### src/rtl/encoder_5_seq.sv
`default_nettype none
// ============================================================================
// Module   : encoder_5_seq
// Brief    : Serial multi-hot mask encoder. Accepts a WIDTH-bit register mask
//            and emits the index of every set bit, lowest first, one per
//            valid/ready handshake, with ordinal, last flag and done pulse.
// Revision : 1.0 - initial release
// ============================================================================
module encoder_5_seq #(
    parameter int WIDTH = 32,
    parameter int IDXW  = 5
) (
    input  logic              clock,
    input  logic              ctrl_reset,
    input  logic              in_valid,
    output logic              in_ready,
    input  logic [WIDTH-1:0]  in_vec,
    output logic              out_valid,
    input  logic              out_ready,
    output logic [IDXW-1:0]   out_idx,
    output logic [IDXW-1:0]   out_seq,
    output logic              out_last,
    output logic              done
);

    localparam logic [WIDTH-1:0] c_PEND_ONE = {{(WIDTH-1){1'b0}}, 1'b1};
    localparam logic [IDXW-1:0]  c_SEQ_ONE  = {{(IDXW-1){1'b0}}, 1'b1};

    typedef enum logic [0:0] {
        ST_IDLE = 1'b0,
        ST_EMIT = 1'b1
    } state_t;

    state_t            r_state;
    state_t            w_state_nxt;
    logic [WIDTH-1:0]  r_pend;
    logic [IDXW-1:0]   r_seq;
    logic              r_done;

    logic [IDXW-1:0]   w_low_idx;
    logic              w_one_left;
    logic              w_accept;
    logic              w_fire;

    // Priority-encode the lowest pending bit; scanning downward lets the
    // lowest set bit win. Driven only by registered state.
    always_comb begin
        w_low_idx = '0;
        for (int i = WIDTH - 1; i >= 0; i--) begin
            if (r_pend[i]) begin
                w_low_idx = IDXW'(i);
            end
        end
    end

    // Exactly one bit pending: non-zero and clearing the lowest bit leaves zero.
    assign w_one_left = (r_pend != '0) && ((r_pend & (r_pend - c_PEND_ONE)) == '0);

    // State register.
    always_ff @(posedge clock) begin
        if (ctrl_reset) begin
            r_state <= ST_IDLE;
        end else begin
            r_state <= w_state_nxt;
        end
    end

    // Next-state and handshake decode.
    always_comb begin
        w_state_nxt = r_state;
        in_ready    = 1'b0;
        out_valid   = 1'b0;
        w_accept    = 1'b0;
        w_fire      = 1'b0;
        case (r_state)
            ST_IDLE: begin
                in_ready = 1'b1;
                w_accept = in_valid;
                if (in_valid && (in_vec != '0)) begin
                    w_state_nxt = ST_EMIT;
                end
            end
            ST_EMIT: begin
                out_valid = 1'b1;
                w_fire    = out_ready;
                if (out_ready && w_one_left) begin
                    w_state_nxt = ST_IDLE;
                end
            end
            default: begin
                w_state_nxt = ST_IDLE;
            end
        endcase
    end

    // Pending mask, ordinal counter and done pulse. An empty mask or the
    // final handshake of a burst raises done for exactly one cycle; reset
    // discards a partial burst without a done pulse.
    always_ff @(posedge clock) begin
        if (ctrl_reset) begin
            r_pend <= '0;
            r_seq  <= '0;
            r_done <= 1'b0;
        end else begin
            r_done <= (w_accept && (in_vec == '0)) || (w_fire && w_one_left);
            if (w_accept) begin
                r_pend <= in_vec;
                r_seq  <= '0;
            end else if (w_fire) begin
                // Clearing the lowest set bit is the same as clearing bit out_idx.
                r_pend <= r_pend & (r_pend - c_PEND_ONE);
                r_seq  <= r_seq + c_SEQ_ONE;
            end
        end
    end

    assign out_idx  = w_low_idx;
    assign out_seq  = r_seq;
    assign out_last = w_one_left;
    assign done     = r_done;

endmodule
`default_nettype wire

### config.mk
export PLATFORM = sky130hd
export DESIGN_NAME = encoder_5_seq
export DESIGN_NICKNAME = d
export VERILOG_FILES = /design/src/rtl/encoder_5_seq.sv
export SDC_FILE = /design/constraint.sdc
export NUM_CORES = 1
export LEC_CHECK = 0
export ABC_CLOCK_PERIOD_IN_PS = 3730
export CAP_MARGIN = 10
export CORE_MARGIN = 3
export CORE_UTILIZATION = 54
export CTS_BUF_LIST = sky130_fd_sc_hd__clkbuf_2
export DETAILED_ROUTE_END_ITERATION = 8
export GPL_TIMING_DRIVEN = 0
export PLACE_DENSITY = 0.95
export SKIP_CTS_REPAIR_TIMING = 1
export SLEW_MARGIN = 20
export SYNTH_ARGS = -nofsm -noshare
export SYNTH_HDL_FRONTEND = slang
export SYNTH_SLANG_ARGS = --single-unit
### constraint.sdc
create_clock -name clock -period 3.73 [get_ports clock]
set_clock_uncertainty 0.15 [all_clocks]
set_input_delay 0.746 -clock clock [delete_from_list [all_inputs] [get_ports clock]]
set_output_delay 0.746 -clock clock [all_outputs]
set_load 0.01 [all_outputs]
Word-level counts from Yosys, hierarchy flattened
Cells that the tools add are included.
{"block": "op_classes", "n_addsub": 2, "muxes": 41, "bitwise": 2, "n_reduce_logical": 12}
{"operator": "5-bit two-way mux", "count": 32}
{"operator": "32-bit zero test", "count": 2}
{"operator": "32-bit two-way mux", "count": 2}
{"operator": "32-bit nonzero test", "count": 2}
{"operator": "32-bit bitwise AND", "count": 1}
{"operator": "32-bit by 1-bit subtractor with 32-bit output, second input constant", "count": 1}
{"operator": "1-bit two-way mux", "count": 6}
{"operator": "5-bit by 1-bit adder with 5-bit output, second input constant", "count": 1}
{"operator": "1-bit logical AND", "count": 5}
{"operator": "1-bit case mux with 2 select lines", "count": 1}
{"operator": "2-bit nonzero test", "count": 1}
{"operator": "2-bit OR reduction", "count": 1}
{"operator": "1-bit logical OR", "count": 1}
{"operator": "1-bit NOT", "count": 1}
{"block": "word_totals", "ff_bits": 39, "inputBits": 36, "out_inout_bits": 14}

Depth between registers and ports, before layout
{"block": "depth", "depth_word": 32, "depth_mapped": 9, "mapped_depth_nobuf": 7}

Least setup slack after synthesis
No wires, ideal clock.
{"block": "synth_path", "kind": "reg-to-output", "start": "reg r_pend[16]", "end": "out out_last", "arrival_time_ns": 2.497, "required_time_ns": 2.834, "setup_slack_ns": 0.337, "stages_incl_launch_ff": 8, "n_path_buf": 1, "cell_sequence": "dfxtp_1 -> buf_6 -> or4_4 -> or3_4 -> or4b_1 -> a2111oi_0 -> nand4_1 -> nor2_1"}
{"block": "synth_between", "elab_chain_len": 4}
{"element": "start: declaration", "line": "36", "rtl": "logic [WIDTH-1:0] r_pend;"}
{"element": "start signal: assignment", "line": "107", "rtl": "r_pend <= in_vec;"}
{"element": "start signal: assignment", "line": "111", "rtl": "r_pend <= r_pend & (r_pend - c_PEND_ONE);"}
{"element": "32-bit by 1-bit subtractor with 32-bit output", "line": "57", "rtl": "assign w_one_left = (r_pend != '0) && ((r_pend & (r_pend - c_PEND_ONE)) == '0);"}
{"element": "32-bit bitwise AND", "line": "57"}
{"element": "32-bit zero test", "line": "57"}
{"element": "1-bit logical AND *", "line": "57"}
{"element": "end: declaration", "line": "22", "rtl": "output logic out_last,"}
Every way passes the cells marked *; elsewhere a longest branch is shown, timed or not.

Final worst setup path
Same ends and word-level chain as after synthesis.

==> results.py <==
metrics = {
    "status": {
        "status": "finished with violations",
        "failed_checks": "setup timing",
    },
    "critical_path": {
        "r2r_cells": 8,
        "timing.rr.end": "r_state",
        "slowest_delay_ns": 0.57,
        "path_class": "reg -> out",
        "r2r_start": "r_pend[16]",
        "critical_path_arrival_ns": 3.10,
        "crit_path_end_kind": "primary output",
        "ff2ff_setup_slack_ns": 0.48,
        "worstPathMaxFanout": 9,
        "slowest_stage": "or4_4",
        "cp_cell_sequence": "buf_6, or4_4, or3_4, or4b_4, a2111oi_2, nand4_1, nor2_1, buf_2",
        "critPathLaunchType": "flop",
        "worstPathRequired_ns": 2.83,
        "critPathCapture": "out_last",
        "setup.worst_path.start": "r_pend[16]",
    },
    "job": {
        "cap_violations": 0,
    },
    "timing": {
        "rsz0062_at_grt": "yes",
        "slew-limit-headroom_pct": 55.1,
        "fin_setup_tns_ns": -0.263,
        "hold_ws_ns": 0.363,
        "finalCritPeriodShare_pct": 107,
        "worst_pin_slew_ns": 0.673,
        "drv_slew": 0,
        "hold_violations": 0,
        "setup_slack_ns": -0.263,
        "finalCriticalPeriod_ns": 3.99,
        "max_freq_mhz": 250,
        "setup-violations-final": 1,
    },
    "synth": {
        "syn-num-nets": 384,
        "synth_edf_count": 0,
        "synthDistinctLibCells": 55,
        "synth-seq-cells": 39,
        "yosysWarnings": 0,
        "synthFlopType": "dfxtp_1",
        "ys_seq_area_share_pct": 30.6,
        "synth.avg_cell_area_sq_um": 7.36,
        "syn-instance-count": 347,
        "netlist_area_sq_um": 2550,
        "async_flop_share_pct": 0,
    },
    "placement": {
        "finalWeightedCongestion": 0.990,
        "port_buffers": 48,
        "placed_cell_area_sq_um": 3100,
        "dp_hpwl_um": 6480,
    },
    "clock_network": {
        "clockBufferDepth": 2,
        "cts_tree": "done",
        "clk_latency_ns": 0.44,
        "cts_buffers": 5,
        "clock_sinks": 39,
        "root_buffer": "clkbuf_2",
        "clkTransAtPathRegs_ns": 0.23,
        "htreeDepth": 2,
    },
    "floorplanning": {
        "die_x_um": 74.8,
        "die_area_sq_um": 5590,
        "core_sq_um": 4470,
        "die_h_um": 74.8,
        "num_io_pins": 50,
        "num_rows": 24,
        "start_util_pct": 57.1,
    },
    "power_and_ir_drop": {
        "totalPowerFinal_w": 0.00111,
        "leakage_nw": 1.10,
        "ir_worst_vdd_mv": 0.259,
        "p_per_area_nw_per_um2": 349,
    },
    "final_layout": {
        "syn_to_final_growth_pct": 24.3,
        "final_cell_area_sq_um": 3180,
        "fillers": 366,
        "finalNetCount": 438,
        "drive_gt1_share_pct": 9.70,
        "diodes": 0,
    },
    "global_routing": {
        "grt_max_degree": 14,
        "grt_pass1_wl_um": 13400,
        "grt_pass1_vias": 2789,
        "grt_usage_pct": 31.5,
        "antenna_found_initial": 0,
        "grt-ovfl-total": 0,
    },
    "route": {
        "drc": 0,
        "routed_via_density": 6.65,
        "drt_iter0_drc": 376,
        "via_count": 3018,
        "drtAntennaViolNets": 0,
        "wirelength_um": 8500,
        "dr.pass1.iters": 5,
        "wl_per_cell_um": 18.7,
    },
    "hold_path": {
        "hold_path.class": "in -> reg",
    },
}
## kinds of logic (layout without fill, tap and decap cells)
kind of cell / Yosys count / in the layout / synth area share [%]
buffers and inverters: 35 / 90 / 6.95
XOR/XNOR: 4 / 4 / 1.37
AO/OA/AOI/OAI: 113 / 113 / 28.7
adder cells (fa/ha/maj): 1 / 1 / 0.490
flip-flops: 39 / 39 / 30.6
AND/OR/NAND/NOR: 154 / 154 / 31.5
multiplexers: 1 / 1 / 0.392
## where the power goes
part | switching [W] | internal, W
Clock | 0.000163 | 0.0000456
Sequential | 0.0000364 | 0.000442
Combinational | 0.000235 | 0.000185
## sequential cells by signal (all words and copies together) (netlist names)
signal,cells
done,1
r_pend,32
r_state,1
out_seq,5
## how the worst min path moves through the flow
| stage | slack, ns | cells past startpoint | endpoint | from |
|---|---|---|---|---|
| floorplan | 0.34 | 2 | r_pend[12] | r_pend[12] |
| global placement | 0.38 | 2 | r_pend[12] | r_pend[12] |
| detailed placement | 0.38 | 2 | r_pend[12] | r_pend[12] |
| CTS | 0.35 | 2 | r_pend[9] | ctrl_reset |
| global route | 0.35 | 2 | r_pend[25] | ctrl_reset |
| finish | 0.36 | 2 | r_pend[9] | ctrl_reset |
## per-stage QoR
stage	setup WS, ns	instances	util, %
5_1_grt	-0.381	454	71.0
3_3_place_gp	-0.330	447	69.3
2_1_floorplan	0.337	347	-
3_5_place_dp	-0.280	447	69.3
6_report	-0.263	454	71.0
4_1_cts	-0.779	455	70.2
## cell type report
class	count	area, sq um	area share [%]
Multi-Input combinational cell	273	1620	51.1
Tap cell	52	65.1	2.05
Sequential cell	39	793	25.0
Inverter	9	33.8	1.06
Clock inverter	3	17.5	0.551
Buffer	24	136	4.29
Clock buffer	5	25.0	0.788
Timing Repair Buffer	49	483	15.2
## critical path: cells and delay by family (launching register included)
| kind | cells | cell delay, ns |
|---|---|---|
| buffers and inverters | 2 | 0.27 |
| AOI/OAI and AO/OA | 1 | 0.30 |
| DFF | 1 | 0.35 |
| and+or+nand+nor | 5 | 1.77 |
## cell usage in the layout (no fill, tap or decap), types with 4 or more instances in the layout
cell / n
a21oi_1: 42
a22oi_1: 4
a31oi_1: 5
clkbuf_1: 15
clkbuf_2: 5
clkdlybuf4s50_1: 47
dfxtp_1: 33
dfxtp_2: 4
inv_1: 9
nand2_1: 41
nand3_1: 20
nand4_1: 6
nor2_1: 29
nor3_1: 16
nor4_1: 12
o211ai_1: 16
o21ai_0: 16
o31ai_1: 4
or3_1: 4
## cells in the mapped netlist (2+ instances only)
cell | n | area (sq um)
nor4_1 | 12 | 75.1
xor2_1 | 3 | 26.3
nand4b_1 | 2 | 17.5
or4_1 | 3 | 22.5
o311ai_0 | 3 | 26.3
o31ai_1 | 5 | 37.5
clkbuf_1 | 17 | 63.8
nand2_1 | 41 | 154
a22oi_1 | 4 | 30.0
a211oi_1 | 3 | 22.5
o21ai_0 | 16 | 80.1
nor2b_1 | 3 | 18.8
clkbuf_8 | 2 | 27.5
a31oi_1 | 5 | 31.3
nor3_2 | 2 | 20.0
nor4_2 | 3 | 37.5
or4_4 | 2 | 22.5
nor3_1 | 16 | 80.1
o211ai_1 | 16 | 120
a21o_2 | 2 | 17.5
nand4_1 | 6 | 37.5
buf_1 | 3 | 11.3
inv_1 | 9 | 33.8
or3_1 | 4 | 25.0
nor2_1 | 30 | 113
o21bai_1 | 2 | 15.0
or2_1 | 3 | 18.8
a2111oi_0 | 3 | 26.3
nand3_1 | 20 | 100
buf_6 | 3 | 33.8
a21oi_1 | 42 | 210
dfxtp_1 | 39 | 781
## routing by layer
layer  GRT usage [%]  part of all wire [%]  up-vias
met5               0                     0        -
met4            12.1                   2.6        0
met3            6.14                    10       19
met2            48.4                    45      197
met1            43.8                    42     1375
li1                -                     -     1427
(Power assumes the default switching activity.)
